**config.mk**
```make
export PLATFORM = sky130hd
export DESIGN_NAME = pipe_ctrl
export DESIGN_NICKNAME = d
export VERILOG_FILES = /design/src/rtl/pipe_ctrl_pkg.sv /design/src/rtl/pipe_ctrl_sat_counter.sv /design/src/rtl/pipe_ctrl.sv
export SDC_FILE = /design/constraint.sdc
export NUM_CORES = 1
export LEC_CHECK = 0
export ABC_CLOCK_PERIOD_IN_PS = 2800
export CORE_ASPECT_RATIO = 1.2
export CORE_MARGIN = 2
export CORE_UTILIZATION = 39
export CTS_CLUSTER_DIAMETER = 100
export DETAILED_ROUTE_END_ITERATION = 10
export GPL_ROUTABILITY_DRIVEN = 1
export GPL_TIMING_DRIVEN = 0
export PLACE_DENSITY = 0.8
export SETUP_SLACK_MARGIN = 0.05
export SKIP_CTS_REPAIR_TIMING = 1
export SKIP_LAST_GASP = 1
export SLEW_MARGIN = 20
export SYNTH_ARGS = -nofsm -noshare
export SYNTH_HDL_FRONTEND = slang
export SYNTH_HIERARCHICAL = 1
export SYNTH_SLANG_ARGS = --single-unit
export TNS_END_PERCENT = 30
```
**constraint.sdc**
```tcl
create_clock -name clk -period 2.8 [get_ports clk]
set_input_delay 0.56 -clock clk [delete_from_list [all_inputs] [get_ports clk]]
set_output_delay 0.56 -clock clk [all_outputs]
set_load 0.02 [all_outputs]
```
**src/rtl/pipe_ctrl_pkg.sv**
```systemverilog
// Shared constants and state encoding for the pipeline controller.
// Stall vectors are {wb, mem, ex, id, if, pc}.
package pipe_ctrl_pkg;

  localparam logic [5:0] StallNone   = 6'b000000;
  localparam logic [5:0] StallFromId = 6'b000111;
  localparam logic [5:0] StallFromEx = 6'b001111;

  localparam logic DivStart          = 1'b1;
  localparam logic DivStop           = 1'b0;
  localparam logic DivResultReady    = 1'b1;
  localparam logic DivResultNotReady = 1'b0;

  typedef enum logic [1:0] {
    PcIdle    = 2'd0,
    PcDivBusy = 2'd1,
    PcDivDone = 2'd2
  } pc_state_e;

endpackage

```
**src/rtl/pipe_ctrl_sat_counter.sv**
```systemverilog
// Saturating up-counter with synchronous clear.
// Holds at all-ones once reached.
module sat_counter #(
  parameter int CNT_W = 32
) (
  input  logic             clk,
  input  logic             clear,
  input  logic             inc,
  output logic [CNT_W-1:0] cnt
);

  always_ff @(posedge clk) begin
    if (clear) begin
      cnt <= '0;
    end else if (inc && (cnt != '1)) begin
      cnt <= cnt + 1'b1;
    end
  end

endmodule

```
**src/rtl/pipe_ctrl.sv**
```systemverilog
// Pipeline controller: stall merge, divider sequencing,
// flush pass-through and stall-cycle counting.
module pipe_ctrl
  import pipe_ctrl_pkg::*;
#(
  parameter int DIV_TIMEOUT = 64,
  parameter int CNT_W       = 32
) (
  input  logic             clk,
  input  logic             rst,
  input  logic             stallreq_id_i,
  input  logic             ex_div_req_i,
  input  logic             div_ready_i,
  input  logic [63:0]      div_result_i,
  input  logic             flush_i,
  output logic [5:0]       stall_o,
  output logic             flush_o,
  output logic             div_start_o,
  output logic             div_annul_o,
  output logic             div_valid_o,
  output logic [63:0]      div_result_o,
  output logic             div_timeout_o,
  output logic [CNT_W-1:0] stall_cnt_o
);

  localparam logic [7:0] WaitLast = 8'(DIV_TIMEOUT - 1);

  pc_state_e  state_q;
  logic [7:0] wait_q;
  logic       rdy;
  logic       ex_stall;

  assign rdy = (div_ready_i == DivResultReady);
  assign ex_stall = (state_q == PcDivBusy) ||
                    ((state_q == PcIdle) && ex_div_req_i);

  always_comb begin
    stall_o     = StallNone;
    flush_o     = 1'b0;
    div_start_o = DivStop;
    div_annul_o = 1'b0;
    if (!rst) begin
      flush_o = flush_i;
      if (state_q == PcDivBusy) begin
        div_start_o = DivStart;
        // ready on the timeout boundary still completes
        div_annul_o = flush_i || (!rdy && (wait_q == WaitLast));
      end
      priority case (1'b1)
        flush_i:       stall_o = StallNone;
        ex_stall:      stall_o = StallFromEx;
        stallreq_id_i: stall_o = StallFromId;
        default:       stall_o = StallNone;
      endcase
    end
  end

  always_ff @(posedge clk) begin
    if (rst) begin
      state_q       <= PcIdle;
      wait_q        <= '0;
      div_result_o  <= '0;
      div_valid_o   <= 1'b0;
      div_timeout_o <= 1'b0;
    end else begin
      div_valid_o <= 1'b0;
      case (state_q)
        PcIdle: begin
          if (!flush_i && ex_div_req_i) begin
            state_q <= PcDivBusy;
            wait_q  <= '0;
          end
        end
        PcDivBusy: begin
          if (flush_i) begin
            state_q <= PcIdle;
          end else if (rdy) begin
            div_result_o <= div_result_i;
            div_valid_o  <= 1'b1;
            state_q      <= PcDivDone;
          end else if (wait_q == WaitLast) begin
            div_timeout_o <= 1'b1;
            state_q       <= PcIdle;
          end else begin
            wait_q <= wait_q + 8'd1;
          end
        end
        PcDivDone: state_q <= PcIdle;
        default:   state_q <= PcIdle;
      endcase
    end
  end

  sat_counter #(
    .CNT_W(CNT_W)
  ) u_stall_cnt (
    .clk  (clk),
    .clear(rst),
    .inc  (stall_o != StallNone),
    .cnt  (stall_cnt_o)
  );

endmodule

```
== After elaboration in Yosys (flattened, before gate mapping) ==
Index checks and enable logic that the tools add are counted.

* Flip-flop bits (word level): 108
* Bits in latches: 0
* Bits in writable memories: 0
* Bits in read-only memories: 0
* Bits of input ports: 70
* Memories: 0

* $add $sub $neg: 2
* Multipliers: 0
* Div/mod/pow operators: 0
* Order comparisons: 0
* Equality and inequality tests: 8
* Shifts and indexed selects: 0
* Muxes and demuxes: 20
* Bitwise logic cells: 3
* Reduce and logical (&&, ||, !) cells: 16

{| class="wikitable"
|+ Operators by type and width
! cell !! number
|-
| adder 32 x 1 -> 32 bit (second input constant) || 1
|-
| 2-to-1 mux 8 bit || 4
|-
| != test 32 bit (second input constant) || 1
|-
| case mux 8 bit (2 select lines) || 1
|-
| adder 8 x 1 -> 8 bit (second input constant) || 1
|-
| == test 8 x 6 -> 1 bit (second input constant) || 1
|-
| 2-to-1 mux 2 bit || 4
|-
| 2-to-1 mux 4 bit || 2
|-
| 2-to-1 mux 1 bit || 6
|-
| 2-to-1 mux 6 bit || 1
|-
| != test 2 bit (second input constant) || 3
|-
| nonzero test 6 bit || 1
|-
| AND reduction 5 bit || 1
|-
| logical AND 1 bit || 4
|-
| != test 4 x 3 -> 1 bit (second input constant) || 1
|-
| case mux 2 bit (2 select lines) || 1
|-
| AND reduction 4 bit || 1
|-
| 2-to-1 mux 3 bit || 1
|-
| inverter 1 bit || 3
|-
| AND reduction 3 bit || 1
|-
| OR reduction 3 bit || 1
|-
| == test 2 x 1 -> 1 bit (second input constant) || 1
|-
| logical NOT 1 bit || 2
|-
| logical NOT 2 bit || 1
|-
| 4 further kinds || 5
|}

== Depth between registers and ports, before layout ==
* Word-level depth: 8
* Depth in mapped cells: 10
* Gate-level depth less buffers: 9

== Hierarchy ==
The synthesis kept the hierarchy.

{| class="wikitable"
|+ By module, submodules not included
! module !! times used !! cells an instance !! area each (um^2)
|-
| pipe_ctrl || 1 || 349 || 2824.0
|-
| sat_counter || 1 || 199 || 1674.1
|}

== Worst setup path before layout ==
No wires, ideal clock.

* Path type: in2reg
* Start point: input rst
* End point: register u_stall_cnt.cnt[31]
* Data arrival time: 2.972 ns
* Data required time: 2.679 ns
* Slack: -0.293 ns
* Stages on the path: 10
* Cells stage by stage: clkbuf_1 nor2_1 o21ai_0 nor2_1 a21o_1 nand4_1 nor4_2 nand4_1 nor4_1 mux2_2

* Word-level cells in the longest chain between the ends: 3

{| class="wikitable"
|+ RTL lines
! what !! RTL line !! text
|-
| start, declared || pipe_ctrl.sv:10 || <nowiki>input logic rst,</nowiki>
|-
| 2-to-1 mux 6 bit || pipe_ctrl.sv:42 || <nowiki>if (!rst) begin</nowiki>
|-
| via stall_o[3] || pipe_ctrl.sv:16 || <nowiki>output logic [5:0] stall_o,</nowiki>
|-
| nonzero test 6 bit || pipe_ctrl.sv:99 || <nowiki>.inc (stall_o != StallNone),</nowiki>
|-
| logical AND 1 bit || pipe_ctrl_sat_counter.sv:15 || <nowiki>end else if (inc && (cnt != '1)) begin</nowiki>
|-
| end signal, assigned || pipe_ctrl_sat_counter.sv:16 || <nowiki>cnt <= cnt + 1'b1;</nowiki>
|-
| end, declared || pipe_ctrl_sat_counter.sv:9 || <nowiki>output logic [CNT_W-1:0] cnt</nowiki>
|}

The timed path passes the listed nets, and every way through them passes these cells.
A chain may end at the register's enable or synchronous reset.

== Final worst setup path ==
* Start point: input rst
* End point: register u_stall_cnt.cnt[25]

* Word-level cells in the longest chain between the ends: 3

{| class="wikitable"
|+ RTL lines
! what !! RTL line
|-
| 2-to-1 mux 6 bit || pipe_ctrl.sv:42
|-
| nonzero test 6 bit || pipe_ctrl.sv:99
|-
| logical AND 1 bit || pipe_ctrl_sat_counter.sv:15
|}

Several ways; a longest one is shown, not always the timed one.

==> flow_summary.json <==
{
  "status": "finished, final reports clean",
  "seqPwrFrac_pct": 48.6,
  "dr.pass1.iters": 4,
  "routed_wire_length_per_instance_microns": 15.1,
  "worst-setup-path-type": "in -> reg",
  "seq_area_frac_synth_pct": 48.1,
  "ys_ff_latch": 108,
  "synth_fa_ha_area_share_pct": 0.556,
  "worstPathArrival_ps": 2880,
  "area_growth_pct": 52.5,
  "p_switching_uw": 706,
  "mostFrequentLayoutCell": "clkdlybuf4s50_1",
  "p_leak_uw": 0.00231,
  "p_per_area_nw_per_um2": 469,
  "synth_cell_types": 57,
  "cp_data_required_time_ps": 3070,
  "place_congestion": 0.847,
  "hpwl_microns": 10200,
  "drtIter0Drc": 215,
  "fin_nets": 811,
  "grt_max_degree": 18,
  "r2r_end": "u_stall_cnt/cnt[17]",
  "rrSetupSlack_ps": 270,
  "insertion_delay_ps": 350,
  "maxSlewViolCount": 0,
  "comb_power_share_pct": 8.4,
  "h-tree-depth": 3,
  "power_uw": 3220,
  "hp-class": "in -> reg",
  "clock-sinks": 108,
  "die_h_microns": 122,
  "drcViolationCount": 0,
  "ctsRootBufferMaster": "clkbuf_16",
  "critPathLaunchType": "input port",
  "worstSetupStartpoint": "rst",
  "finalCriticalPeriod_ps": 2610,
  "layout-drive-gt1-share_pct": 7.13,
  "crit_chain": "dlymetal6s2s_1 > clkbuf_8 > nor2_4 > o21ai_1 > nor2_2 > a21o_4 > nand4_1 > nor4_4 > buf_4 > nand3_1 > or4_1 > a21oi_1",
  "ios": 177,
  "initial_core_util_pct": 40.4,
  "p_int_uw": 2510,
  "grt_usage_pct": 21.8,
  "synth-xor-area-share_pct": 1.36,
  "cp.depth": 12,
  "tightestPinTransition_ps": 802,
  "antenna_cells": 0,
  "fill_cells": 980,
  "num_rows": 42,
  "yosys.area_share.simple_pct": 27.6,
  "sw_frac_of_total_pct": 22.0,
  "layout_common_cells": "clkdlybuf4s50_1, nand2_1, dfxtp_1",
  "syn_area_per_cell_sq_um": 8.21,
  "fmax_ghz": 0.384,
  "critPathMaxFanout": 10,
  "crit_family": "simple AND/OR/NAND/NOR gates",
  "setup_viol": 0,
  "synth-main-ff-cell": "dfxtp_1",
  "vias_per_cell": 5.29,
  "synth_compound_area_share_pct": 17.6,
  "cp_slowest_cell": "or4_1",
  "port_buffers": 173,
  "cts_tree": "done",
  "maxSlewHeadroom_pct": 46.1,
  "die_w_microns": 102,
  "vias": 4742,
  "clock_power_share_pct": 43.1,
  "dieArea_sq_um": 12400,
  "critPathBufInv": 3,
  "drtAntennaViolNets": 0,
  "syn_area_sq_um": 4500,
  "critPathCaptureType": "register",
  "core_area_sq_um": 11100,
  "cts_buffer_depth": 2,
  "whs_ps": 429,
  "first_global_vias": 4712,
  "synth_top_family_by_area": "simple AND/OR/NAND/NOR gates",
  "grt_setup_unrepaired": "false",
  "synth_cells": 548,
  "hold_violations": 0,
  "grt_pass1_wl_microns": 21400,
  "synth_edf_count": 0,
  "min_period_over_period_pct": 93.0,
  "r2r_cells": 8,
  "cts_buffers": 9,
  "cp-endpoint": "u_stall_cnt/cnt[25]",
  "wirelength_microns": 13600,
  "fin_skew_ps": 10.5,
  "r2r-start": "u_stall_cnt/cnt[13]",
  "synthArstFlopShare_pct": 0,
  "yosys_warnings": 6,
  "grt_antenna_before_repair": 0,
  "worst_path_largest_cell_delay_ps": 420,
  "gr-total-overflow": 0,
  "cap_violations": 0,
  "clk_pin_slew_ps": 70,
  "vdd_drop_max_mv": 0.318,
  "synth.area.mux_share_pct": 0.974
}
cell usage after synthesis (2+ instances only):
cell       number  area [sq um]
nand2_1       141           529
dfxtp_1       108          2160
a21oi_1        88           440
clkbuf_1       28           105
nor2_1         23          86.3
nand3_1        16          80.1
o31ai_1        12          90.1
or4_1          12          90.1
nand4_1        11          68.8
or3_1          11          68.8
o21ai_0        10          50.1
xnor2_1         6          52.6
and3_1          5          31.3
and4_1          5          43.8
nor3_1          5          25.0
a31oi_1         4          25.0
buf_4           4          30.0
nor4_1          4          25.0
a21o_1          3          22.5
buf_2           3          15.0
nor2b_1         3          18.8
nor3b_1         3          22.5
a2111oi_0       2          17.5
a221o_1         2          20.0
ha_1            2          25.0
inv_1           2          7.51
mux2_2          2          22.5
nand2b_1        2          12.5
nor3b_2         2          25.0
or2_2           2          12.5
layout make-up:
cell class	count	area [sq um]	area share (%)
flip-flops and latches	108	2160	31.5
multi-input cells	402	2210	32.3
clock inverters	5	82.6	1.20
clock buffers	10	239	3.48
inverters	2	7.51	0.109
well taps	154	193	2.81
repair buffers	179	1790	26.0
plain buffers	37	176	2.57
worst reg2reg max path, delay by kind of cell, from the launching register on:
family | cells | cell delay, ps
buffers and inverters | 3 | 810
AOI/OAI and AO/OA | 2 | 260
and+or+nand+nor | 3 | 960
DFF | 1 | 430
power groups by stage:
stage	clock [uW]	combinational [uW]	sequential, uW
6_report	1380	269	1560
5_1_grt	1460	291	1560
4_1_cts	1400	266	1560
3_5_place_dp	0	265	1600
3_3_place_gp	0	261	1600
2_1_floorplan	0	85.7	1610
cells by family after synthesis:
kind of cell / Yosys count
other cells: 1
buf+inv: 39
simple gates: 255
xor+xnor: 7
flops: 108
fa+ha+maj: 2
mux: 4
compound gates: 132
how the worst min path moves through the flow:
| stage | start | end | slack [ps] | cells past startpoint |
|---|---|---|---|---|
| 6_report | flush_i | div_valid_o | 430 | 2 |
| 4_1_cts | flush_i | div_valid_o | 420 | 2 |
| 3_5_place_dp | div_result_o[1] | div_result_o[1] | 450 | 2 |
| 3_3_place_gp | div_result_o[36] | div_result_o[36] | 440 | 2 |
| 2_1_floorplan | wait_q[5] | wait_q[5] | 450 | 1 |
| 5_1_grt | flush_i | div_valid_o | 440 | 2 |
layer usage:
| layer | vias up | part of all wire (%) | track usage [%] |
|---|---|---|---|
| met5 | - | 0 | 0 |
| met4 | 0 | 2.4 | 10.2 |
| met3 | 28 | 9.9 | 7.52 |
| met2 | 199 | 51 | 38.2 |
| met1 | 2215 | 37 | 23.4 |
| li1 | 2300 | - | - |
stage by stage:
step / setup TNS (ps) / utilization, % / cells / setup slack, ps / instance area (sq um)
2_1_floorplan: 0 / - / 549 / 71.8 / 4530
3_3_place_gp: -9340 / 57.9 / 876 / -798 / 6450
3_5_place_dp: -10340 / 57.9 / 876 / -871 / 6450
4_1_cts: -4460 / 60.8 / 891 / -534 / 6780
5_1_grt: 0 / 61.6 / 897 / 11.6 / 6860
6_report: 0 / 61.6 / 897 / 195 / 6860
state kept, by name, indices dropped and copies added (netlist names):
| register | count |
|---|---|
| div_result_o | 64 |
| div_timeout_o | 1 |
| div_valid_o | 1 |
| state_q | 2 |
| u_stall_cnt/cnt | 32 |
| wait_q | 8 |
Note: power is estimated with default switching activity, not from simulation.
